`config.mk`:
```
export PLATFORM = sky130hd
export DESIGN_NAME = ram_dp_fifo_ctrl
export DESIGN_NICKNAME = d
export VERILOG_FILES = /design/src/rtl/ram_dp_fifo_ctrl.sv
export SDC_FILE = /design/constraint.sdc
export NUM_CORES = 1
export LEC_CHECK = 0
export ABC_AREA = 1
export BUFFER_PORTS_ARGS = -buffer_cell sky130_fd_sc_hd__buf_2
export CAP_MARGIN = 15
export CORE_MARGIN = 2
export CORE_UTILIZATION = 48
export DETAILED_ROUTE_END_ITERATION = 7
export PLACE_DENSITY = 0.76
export SYNTH_ARGS = -nofsm -noshare
export SYNTH_HDL_FRONTEND = slang
export SYNTH_SLANG_ARGS = --single-unit
```
`constraint.sdc`:
```
create_clock -name clk -period 3.3 [get_ports clk]
set_input_delay 0.165 -clock clk [delete_from_list [all_inputs] [get_ports clk]]
set_output_delay 0.165 -clock clk [all_outputs]
set_load 0.01 [all_outputs]
```
`src/rtl/ram_dp_fifo_ctrl.sv`:
```
// Streaming FIFO controller around a dual-port synchronous RAM: port 0 writes, port 1 reads,
// and a two-entry output buffer hides the RAM's registered read latency.
module ram_dp_fifo_ctrl #(
  parameter int DATA_WIDTH = 8,
  parameter int ADDR_WIDTH = 8,
  parameter int DEPTH      = 1 << ADDR_WIDTH
) (
  input  logic                  clk,
  input  logic                  rst_n,
  input  logic                  wr_valid,
  input  logic [DATA_WIDTH-1:0] wr_data,
  output logic                  wr_ready,
  output logic                  rd_valid,
  output logic [DATA_WIDTH-1:0] rd_data,
  input  logic                  rd_ready,
  output logic [ADDR_WIDTH:0]   count,
  output logic                  empty,
  output logic                  full,
  output logic [ADDR_WIDTH-1:0] ram_address_0,
  output logic [DATA_WIDTH-1:0] ram_data_0,
  output logic                  ram_cs_0,
  output logic                  ram_we_0,
  output logic                  ram_oe_0,
  output logic [ADDR_WIDTH-1:0] ram_address_1,
  input  logic [DATA_WIDTH-1:0] ram_data_1,
  output logic                  ram_cs_1,
  output logic                  ram_we_1,
  output logic                  ram_oe_1
);

  localparam int CW = ADDR_WIDTH + 1;

  logic [ADDR_WIDTH-1:0] wr_ptr_q, wr_ptr_d;
  logic [ADDR_WIDTH-1:0] rd_ptr_q, rd_ptr_d;
  logic [CW-1:0]         ram_cnt_q, ram_cnt_d;
  logic                  inflight_q, inflight_d;
  logic [1:0]            out_cnt_q, out_cnt_d;
  logic [DATA_WIDTH-1:0] head_q, head_d;
  logic [DATA_WIDTH-1:0] skid_q, skid_d;
  logic                  ram_en_q, ram_en_d;

  logic       push;
  logic       pop;
  logic       issue;
  logic [2:0] buf_occ;

  assign wr_ready = (ram_cnt_q < CW'(DEPTH));
  assign push     = rst_n && wr_valid && wr_ready;
  assign rd_valid = (out_cnt_q != 2'd0);
  assign pop      = rd_valid && rd_ready;

  // Buffer slots that will still be claimed after this edge; a new read may only be
  // issued if its data is guaranteed a free slot when it returns.
  assign buf_occ = {1'b0, out_cnt_q} + {2'b00, inflight_q} - {2'b00, pop};
  assign issue   = (ram_cnt_q != '0) && (buf_occ < 3'd2);

  always_comb begin
    wr_ptr_d   = wr_ptr_q;
    rd_ptr_d   = rd_ptr_q;
    ram_cnt_d  = ram_cnt_q + CW'(push) - CW'(issue);
    inflight_d = issue;
    ram_en_d   = 1'b1;
    if (push) begin
      wr_ptr_d = wr_ptr_q + ADDR_WIDTH'(1);
    end
    if (issue) begin
      rd_ptr_d = rd_ptr_q + ADDR_WIDTH'(1);
    end
  end

  // Output buffer: returning read data lands in the head if it is free or leaving,
  // otherwise in the skid slot; a pop promotes the skid entry.
  always_comb begin
    head_d    = head_q;
    skid_d    = skid_q;
    out_cnt_d = out_cnt_q;
    case ({inflight_q, pop})
      2'b10: begin
        if (out_cnt_q == 2'd0) begin
          head_d    = ram_data_1;
          out_cnt_d = 2'd1;
        end else begin
          skid_d    = ram_data_1;
          out_cnt_d = 2'd2;
        end
      end
      2'b11: begin
        if (out_cnt_q == 2'd2) begin
          head_d = skid_q;
          skid_d = ram_data_1;
        end else begin
          head_d = ram_data_1;
        end
      end
      2'b01: begin
        if (out_cnt_q == 2'd2) begin
          head_d = skid_q;
        end
        out_cnt_d = out_cnt_q - 2'd1;
      end
      default: begin
      end
    endcase
  end

  always_ff @(posedge clk) begin
    if (!rst_n) begin
      wr_ptr_q   <= '0;
      rd_ptr_q   <= '0;
      ram_cnt_q  <= '0;
      inflight_q <= 1'b0;
      out_cnt_q  <= 2'd0;
      head_q     <= '0;
      ram_en_q   <= 1'b0;
    end else begin
      wr_ptr_q   <= wr_ptr_d;
      rd_ptr_q   <= rd_ptr_d;
      ram_cnt_q  <= ram_cnt_d;
      inflight_q <= inflight_d;
      out_cnt_q  <= out_cnt_d;
      head_q     <= head_d;
      ram_en_q   <= ram_en_d;
    end
  end

  // The skid entry is only meaningful while out_cnt_q == 2, so it needs no reset.
  always_ff @(posedge clk) begin
    skid_q <= skid_d;
  end

  assign rd_data = head_q;
  assign count   = ram_cnt_q + CW'(inflight_q) + CW'(out_cnt_q);
  assign empty   = (count == '0);
  assign full    = !wr_ready;

  assign ram_address_0 = push ? wr_ptr_q : '0;
  assign ram_data_0    = push ? wr_data : '0;
  assign ram_cs_0      = push;
  assign ram_we_0      = push;
  assign ram_oe_0      = 1'b0;

  assign ram_address_1 = rd_ptr_q;
  assign ram_cs_1      = ram_en_q;
  assign ram_oe_1      = ram_en_q;
  assign ram_we_1      = 1'b0;

endmodule

```
* Yosys cells after proc, flatten, opt, wreduce, memory -nomap -nowiden
Index checks and enable logic that the tools add are counted.
Operators by class: add/sub/neg operators 9, magnitude comparators 2, equality and inequality tests 8, muxes and demuxes 12, reduce and logical (&&, ||, !) cells 14
Operators by type and width (count):
- two-way mux 8 bit | 7
- one-hot mux 8 bit (3 select lines) | 1
- adder 9 x 1 -> 9 bit | 2
- adder 8 x 1 -> 8 bit (second input constant) | 2
- one-hot mux 8 bit (2 select lines) | 1
- adder 9 x 2 -> 9 bit | 1
- logical NOT 9 bit | 1
- less-than comparator 9 bit (second input constant) | 1
- nonzero test 9 bit | 1
- subtractor 9 x 1 -> 9 bit | 1
- inequality test 2 bit (second input constant) | 4
- == test 2 bit (second input constant) | 3
- AND reduction 3 bit | 2
- nonzero test 2 bit | 3
- logical AND 1 bit | 4
- one-hot mux 2 bit (2 select lines) | 1
- adder 2 x 1 -> 3 bit | 1
- less-than comparator 3 x 2 -> 1 bit (second input constant) | 1
- nonzero test 3 bit | 1
- subtractor 3 x 1 -> 3 bit | 1
- == test 2 x 1 -> 1 bit (second input constant) | 1
- logical NOT 2 bit | 1
- two-way mux 2 bit | 1
- subtractor 2 x 1 -> 2 bit (second input constant) | 1
- 2 further kinds | 2
Storage, ports and cells: register bits after elaboration 45, input bits 20, output and inout port bits 51, logic and storage cells 53

* Logic depth before layout (Yosys ltp)
Gate-level depths: netlist (run 1).
depth after elaboration 6, gate-level depth with buffers 21, depth with buffers taken out 21

* Least setup slack after synthesis (run 1)
No wires, ideal clock.
path kind reg-to-reg, start register out_cnt_q[1], end register ram_cnt_q[8], library setup time 0.115 ns, arrival time 3.343 ns, required time 3.185 ns, slack -0.158 ns, stages on the path, launching flop included 21, buffers on the path 0, period minus slack after synthesis 3.458 ns, cells stage by stage dfxtp_1 inv_1 ha_1 inv_2 nand2_2 nor2_1 o21ai_0 fa_1 xnor2_1 nand3_1 clkinv_1 ha_1 inv_1 ha_1 fa_1 nand2_1 nand3_1 nand4_1 nand3_1 nand2_1 nor2_1
Between the ends: word-level cells in the longest chain between the ends 6, elaborated cells on any way between the ends 7, those cells by class add/sub: 3; order compare: 1; reduce/logical: 3
RTL lines:
- start: declaration | RTL line 37 | logic [1:0] out_cnt_q, out_cnt_d;
- start signal: assignment | RTL line 120 | out_cnt_q <= out_cnt_d;
- nonzero test 2 bit | RTL line 49 | assign rd_valid = (out_cnt_q != 2'd0);
- net rd_valid | RTL line 13 | output logic rd_valid,
- logical AND 1 bit | RTL line 50 | assign pop = rd_valid && rd_ready;
- subtractor 3 x 1 -> 3 bit | RTL line 54 | assign buf_occ = {1'b0, out_cnt_q} + {2'b00, inflight_q} - {2'b00, pop};
- less-than comparator 3 x 2 -> 1 bit | RTL line 55 | assign issue = (ram_cnt_q != '0) && (buf_occ < 3'd2);
- logical AND 1 bit | RTL line 55
- net inflight_d | RTL line 36 | logic inflight_q, inflight_d;
- subtractor 9 x 1 -> 9 bit | RTL line 60 | ram_cnt_d = ram_cnt_q + CW'(push) - CW'(issue);
- end signal: assignment | RTL line 118 | ram_cnt_q <= ram_cnt_d;
- end: declaration | RTL line 35 | logic [CW-1:0] ram_cnt_q, ram_cnt_d;
The timed path passes the listed nets, and every way through them passes these cells. A chain may end at the register's enable or synchronous reset.

* Worst setup path after layout (run 1)
start register out_cnt_q[0], end register ram_cnt_q[8]
Between the ends: word-level cells in the longest chain between the ends 6, elaborated cells on any way between the ends 7, those cells by class add/sub: 3; order compare: 1; reduce/logical: 3
RTL lines (RTL line):
- branches (longest 2 deep; another with adder 2 x 1 -> 3 bit)
- subtractor 3 x 1 -> 3 bit * | 54
- less-than comparator 3 x 2 -> 1 bit * | 55
- logical AND 1 bit * | 55
- net inflight_d | 36
- subtractor 9 x 1 -> 9 bit * | 60
Mark *: on every way through the listed nets, which the timed path passes.

==> impl_metrics.env, run 1 <==
export IMPL_status="completed"
export IMPL_grt_pass1_vias=2356
export IMPL_die_y_um=80.31
export IMPL_placed_area_um2=3193
export IMPL_ys_ff_latch=45
export IMPL_synthTopCellsByArea="dfxtp_1, nand2_1, ha_1"
export IMPL_drc=0
export IMPL_grt_pass1_wl_mm=10.12
export IMPL_fmax_mhz=325.7
export IMPL_ant_nets=0
export IMPL_start_util_pct=50.15
export IMPL_place_ws_ns=-0.09679
export IMPL_multi_input_comb_area_um2=1520
export IMPL_fin_crit_sh_pct=93.03
export IMPL_cts_sinks=45
export IMPL_peakVddDrop_uv=530.1
export IMPL_leakage_nw=1.718
export IMPL_gp_congestion=0.9319
export IMPL_synth_cells=392
export IMPL_ios=71
export IMPL_min_path_cells=1
export IMPL_r2r_slack_ns=0.23
export IMPL_clk_path_buf_depth=2
export IMPL_drive_above_1_share_pct=22.73
export IMPL_final_util_pct=60.16
export IMPL_final_cell_mix="nand2_1, buf_2, inv_1"
export IMPL_grt_ovfl_total=0
export IMPL_rows=27
export IMPL_power_density_nw_per_um2=928.6
export IMPL_final_nets=507
export IMPL_start_kind="flop"
export IMPL_clock_skew_ns=0.01037
export IMPL_min_path_type="in -> reg"
export IMPL_worstRegToRegCells=21
export IMPL_arrival_ns=3.27
export IMPL_h_tree_depth=2
export IMPL_antenna_found_initial=0
export IMPL_worstPathRequired_ns=3.50
export IMPL_critPathMaxFanout=5
export IMPL_coreArea_um2=5574
export IMPL_crit_path_cell_trace="inv_2 > ha_4 > inv_2 > nand2_4 > inv_2 > nor2_2 > o21ai_2 > fa_2 > xnor2_1 > nand3_2 > clkinv_2 > ha_1 > inv_1 > ha_2 > fa_2 > nand2_2 > nand3_2 > nand4_1 > nand3_1 > nand2_1 > nor2_1"
export IMPL_critical_path_max_stage_delay_ns=0.39
export IMPL_finalCriticalPeriod_ns=3.070
export IMPL_final_hold_violation_count=0
export IMPL_worstSetupPathType="reg -> reg"
export IMPL_cp_end_kind="flop"
export IMPL_seq_area_um2=985.9
export IMPL_critical_path_slowest_cell="fa_2"
export IMPL_fill_cells=514
export IMPL_grt_max_degree=28
export IMPL_path_clk_slew_ns=0.09
export IMPL_syn_area_um2=2795
export IMPL_area_delta_synth_final_pct=19.96
export IMPL_diodes=0
export IMPL_numPortBuffers=68
export IMPL_maxCapViolations=0
export IMPL_slew_headroom_pct=63.37
export IMPL_first_pass_iters=4
export IMPL_top_layer_used="met4"
export IMPL_final_common_cell="nand2_1"
export IMPL_cts_buffers_inserted=5
export IMPL_wl_met1_mm=2.748
export IMPL_cts_tree="done"
export IMPL_worst_pin_slew_ns=0.5494
export IMPL_grt_use_total_pct=19.55
export IMPL_met2_length_mm=2.955
export IMPL_routed_wl_met3_um=258
export IMPL_fp_dieW_um=80.31
export IMPL_r2r_end="ram_cnt_q[8]"
export IMPL_synth_area_per_cell_um2=7.131
export IMPL_drtIter0Drc=88
export IMPL_clockRootBuffer="clkbuf_8"
export IMPL_final_setup_tns_ns=0
export IMPL_wl_per_cell_um=11.22
export IMPL_worstHoldStart="ram_data_1[5]"
export IMPL_insertion_delay_ns=0.29
export IMPL_synth_cell_types=33
export IMPL_path_common_cell="inv_2"
export IMPL_fin_ws_ns=0.2300
export IMPL_setup_viol_count_final=0
export IMPL_hold_end="skid_q[5]"
export IMPL_wl_mm=5.991
export IMPL_die_area_um2=6450
export IMPL_ys_warn_count=0
export IMPL_ys_seq_area_share_pct=35.09
export IMPL_hpwl_mm=4.549
export IMPL_reg2reg_from="out_cnt_q[0]"
export IMPL_finish_instance_area_um2=3353
export IMPL_synth_top_area_share_pct=26.50
export IMPL_slew_violations=0
export IMPL_vias_per_cell=4.835
export IMPL_synth_area_leader_cell="dfxtp_1"
export IMPL_vias=2582
==> logic make-up after synthesis <==
family	synth area share, %
compound gates	12.22
xor+xnor	2.193
fa+ha+maj	12.71
buf+inv	12.49
flops	35.09
other cells	0.1342
simple gates	25.16
==> how the worst max path moves through the flow <==
stage               cells past startpoint          from           end
CTS                                    21  out_cnt_q[0]  ram_cnt_q[8]
global placement                       20  out_cnt_q[0]  ram_cnt_q[8]
floorplan                              20  out_cnt_q[0]  ram_cnt_q[8]
finish                                 21  out_cnt_q[0]  ram_cnt_q[8]
detailed placement                     20  out_cnt_q[0]  ram_cnt_q[8]
global route                           21  out_cnt_q[0]  ram_cnt_q[8]
==> worst max-delay path: cells and delay by family, from the launching register on <==
kind,cells,cell delay [ns]
compound gates,1,0.08
buf+inv,5,0.30
simple gates,9,0.72
fa+ha+maj,5,1.35
xor+xnor,1,0.14
flops,1,0.37
==> sequential cells by signal (all words and copies together), names as in the netlist <==
signal         cells
wr_ptr_q           8
rd_data            8
ram_cnt_q          9
ram_cs_1           1
ram_address_1      8
out_cnt_q          2
inflight_q         1
skid_q             8
==> layer usage <==
metal | vias up | global-route usage, %
met3 | 2 | 3.708
li1 | 1375 | -
met1 | 1156 | 23.79
met5 | - | 0
met4 | 0 | 5.085
met2 | 49 | 35.17
==> through the flow <==
step	std cells	power [W]	hold WS, ns
after floorplan	393	0.002131	0.1927
after global placement	526	0.002569	0.3563
after detailed placement	526	0.002634	0.3574
after CTS	534	0.003064	0.04540
after global routing	534	0.003475	0.04024
final	534	0.003114	0.05886
==> Yosys cell counts (all sizes together) <==
library cell  instances
fa                    4
nand3b                1
clkbuf                3
clkinv                1
a211oi                1
nor2                 49
nor3b                 1
xnor2                 2
dfxtp                37
o22ai                 1
inv                  69
nand4                 6
o21ai                33
xor2                  5
nor3                  2
o21bai                1
buf                  10
conb                  1
nor4                  1
a21oi                28
ha                   22
nand2                80
edfxtp                8
nand3                26
==> where the power goes <==
part | total (W) | internal (W) | leakage, nW | switching, W
clock network | 0.000408 | 0.000225 | 0.0552 | 0.000183
registers | 0.000833 | 0.000712 | 0.378 | 0.000121
logic | 0.00187 | 0.000722 | 1.29 | 0.00115
==> what timing repair did <==
item,4_1_cts,5_1_grt
pin swaps,0,3
resized for setup,4,12
setup buffers,0,0
endpoints found under the setup margin,3,3
gates cloned,0,0
hold buffers,0,0
==> cell type report <==
type | instances | share of cell area [%]
clock buffers | 6 | 2.164
clock inverters | 2 | 1.045
inverters | 70 | 7.873
multi-input cells | 265 | 45.34
flip-flops and latches | 45 | 29.40
well taps | 72 | 2.687
repair buffers | 74 | 11.49
Power figures use the tool's default switching activity.
==> run 2: changes to the inputs <==
--- a/config.mk
+++ b/config.mk
@@ -12,6 +12,7 @@
 export CORE_UTILIZATION = 48
 export DETAILED_ROUTE_END_ITERATION = 7
 export PLACE_DENSITY = 0.76
+export SETUP_SLACK_MARGIN = 0.3
 export SYNTH_ARGS = -nofsm -noshare
 export SYNTH_HDL_FRONTEND = slang
 export SYNTH_SLANG_ARGS = --single-unit
==> run 2 against run 1 <==
Via count is 1.3% higher. Register-to-register slack better by 0.05 ns. Fmax is 1.6% higher. Utilization is 2.0 points higher. Worst hold slack better by 0.0016 ns. Global-route usage is 0.66 points higher. Clock-buffer cell count is 1 higher. Clock power is 19% lower. Flip-flop and latch count stayed put. Clock skew is 0.0027 ns lower. Setup slack better by 0.047 ns. Non-clock buffer count is 7 higher. Highest routed layer unchanged.
==> impl_metrics.env, run 2 (synthesis gave the netlist of run 1 again) <==
export IMPL_status="completed"
export IMPL_grt_pass1_wl_mm=10.38
export IMPL_numPortBuffers=68
export IMPL_netSwitchingFraction_pct=47.90
export IMPL_critical_path_max_stage_delay_ns=0.49
export IMPL_first_pass_iters=4
export IMPL_maxCapViolations=0
export IMPL_cp_end_kind="flop"
export IMPL_wl_mm=6.417
export IMPL_pwr_share_seq_pct=24.5
export IMPL_worstRegToRegCells=20
export IMPL_grt_pass1_vias=2434
export IMPL_final_setup_tns_ns=0
export IMPL_internal_power_w=0.001784
export IMPL_drtIter0Drc=153
export IMPL_worstSetupPathType="reg -> reg"
export IMPL_area_delta_synth_final_pct=23.95
export IMPL_largest_register="ram_cnt_q"
export IMPL_cts_buffers_inserted=5
export IMPL_worst_pin_slew_ns=0.5527
export IMPL_critPathMaxFanout=4
export IMPL_drc=0
export IMPL_drive_above_1_share_pct=24.73
export IMPL_routed_wl_met3_um=247
export IMPL_power_density_nw_per_um2=988.4
export IMPL_cts_sinks=45
export IMPL_hpwl_mm=4.455
export IMPL_wl_per_cell_um=11.86
export IMPL_top_layer_used="met4"
export IMPL_slew_violations=0
export IMPL_leakage_nw=1.748
export IMPL_finalCriticalPeriod_ns=3.023
export IMPL_largest_reg_flops=9
export IMPL_final_common_cell="nand2_1"
export IMPL_wl_met1_mm=2.898
export IMPL_min_path_type="in -> reg"
export IMPL_die_area_um2=6450
export IMPL_multi_input_comb_area_um2=1589
export IMPL_clock_skew_ns=0.007684
export IMPL_h_tree_depth=2
export IMPL_grt_ovfl_total=0
export IMPL_rsz0062_at_grt="yes"
export IMPL_arrival_ns=3.21
export IMPL_die_y_um=80.31
export IMPL_antenna_found_initial=0
export IMPL_r2r_slack_ns=0.28
export IMPL_grt_use_total_pct=20.21
export IMPL_insertion_delay_ns=0.29
export IMPL_final_nets=514
export IMPL_gp_congestion=0.8039
export IMPL_critical_path_slowest_cell="fa_2"
export IMPL_clockRootBuffer="clkbuf_8"
export IMPL_combPwrFrac_pct=65.9
export IMPL_setup_viol_count_final=0
export IMPL_start_kind="flop"
export IMPL_vias=2615
export IMPL_peakVddDrop_uv=492.5
export IMPL_diodes=0
export IMPL_fp_dieW_um=80.31
export IMPL_ant_nets=0
export IMPL_slew_headroom_pct=63.15
export IMPL_coreArea_um2=5574
export IMPL_path_clk_slew_ns=0.09
export IMPL_grt_max_degree=27
export IMPL_cts_tree="done"
export IMPL_seq_area_um2=988.4
export IMPL_fin_crit_sh_pct=91.60
export IMPL_final_cell_mix="nand2_1, buf_2, inv_1"
export IMPL_fmax_mhz=330.8
export IMPL_start_util_pct=50.15
export IMPL_min_path_cells=1
export IMPL_crit_path_cell_trace="inv_4 > ha_4 > inv_4 > nand2_8 > inv_4 > nor2_4 > o21ai_2 > fa_2 > nand3_4 > clkinv_4 > ha_4 > inv_2 > ha_4 > fa_2 > nand2_4 > nand3_4 > nand4_1 > nand3_1 > nand2_1 > nor2_1"
export IMPL_final_util_pct=62.15
export IMPL_met2_length_mm=3.172
export IMPL_vias_per_cell=4.834
export IMPL_fill_cells=523
export IMPL_clk_path_buf_depth=2
export IMPL_rows=27
export IMPL_p_clk_share_pct=9.6
export IMPL_ios=71
export IMPL_final_hold_violation_count=0
export IMPL_worstPathRequired_ns=3.49
export IMPL_power_switching_w=0.001640
-- run 2: repair_timing --
item                       in CTS  in global routing
gates cloned                    0                  0
setup endpoints to repair       4                  4
hold buffers                    0                  0
pin swaps                      10                 12
buffers inserted                7                  3
resized for setup              12                  6
-- run 2: stage by stage --
stage               hold WS (ns)  total power, W  cells  setup WS, ns  area, um2
finish                   0.06050        0.003424    541        0.2771       3465
global route             0.04417        0.003758    541        0.1474       3465
CTS                      0.04993        0.003256    538        0.3067       3410
detailed placement        0.3581        0.002677    523       0.09118       3221
global placement          0.3556        0.002615    523        0.2304       3221
floorplan                 0.1927        0.002226    393        0.3081       2854
-- run 2: cell type report --
cell class,count,share of cell area (%)
timing repair buffer,81,12.64
multi-input combinational,265,45.86
clock inverter,1,0.1445
sequential,45,28.53
clock buffer,7,2.203
tap,72,2.600
inverter,70,8.017
-- run 2: layer usage --
metal  track usage [%]  vias to the layer above
met4             6.441                        0
met3             4.607                        8
met1             25.51                     1156
met2             34.17                       63
met5                 0                        -
li1                  -                     1388
-- run 2: path summary, 6_finish.rpt --
| path | startpoint | end |
|---|---|---|
| max | out_cnt_q[1] | ram_cnt_q[8] |
| min | ram_data_1[1] | skid_q[1] |
| max reg2reg | out_cnt_q[1] | ram_cnt_q[8] |
| min reg2reg | wr_ptr_q[7] | wr_ptr_q[7] |
-- run 2: power by group through the flow --
stage	sequential (W)	combinational [W]	clock, W
after detailed placement	0.000855	0.00182	0
final	0.000839	0.00226	0.000329
after floorplan	0.000859	0.00137	0
after global routing	0.000858	0.00254	0.000360
after CTS	0.000834	0.00208	0.000340
after global placement	0.000854	0.00176	0
-- run 2: critical path, delay by kind of cell, from the launching register on --
kind | cells | cell delay (ns)
buffers and inverters | 5 | 0.28
AO/OA/AOI/OAI | 1 | 0.19
flip-flops | 1 | 0.38
AND/OR/NAND/NOR | 9 | 0.62
adder cells (fa/ha/maj) | 5 | 1.43
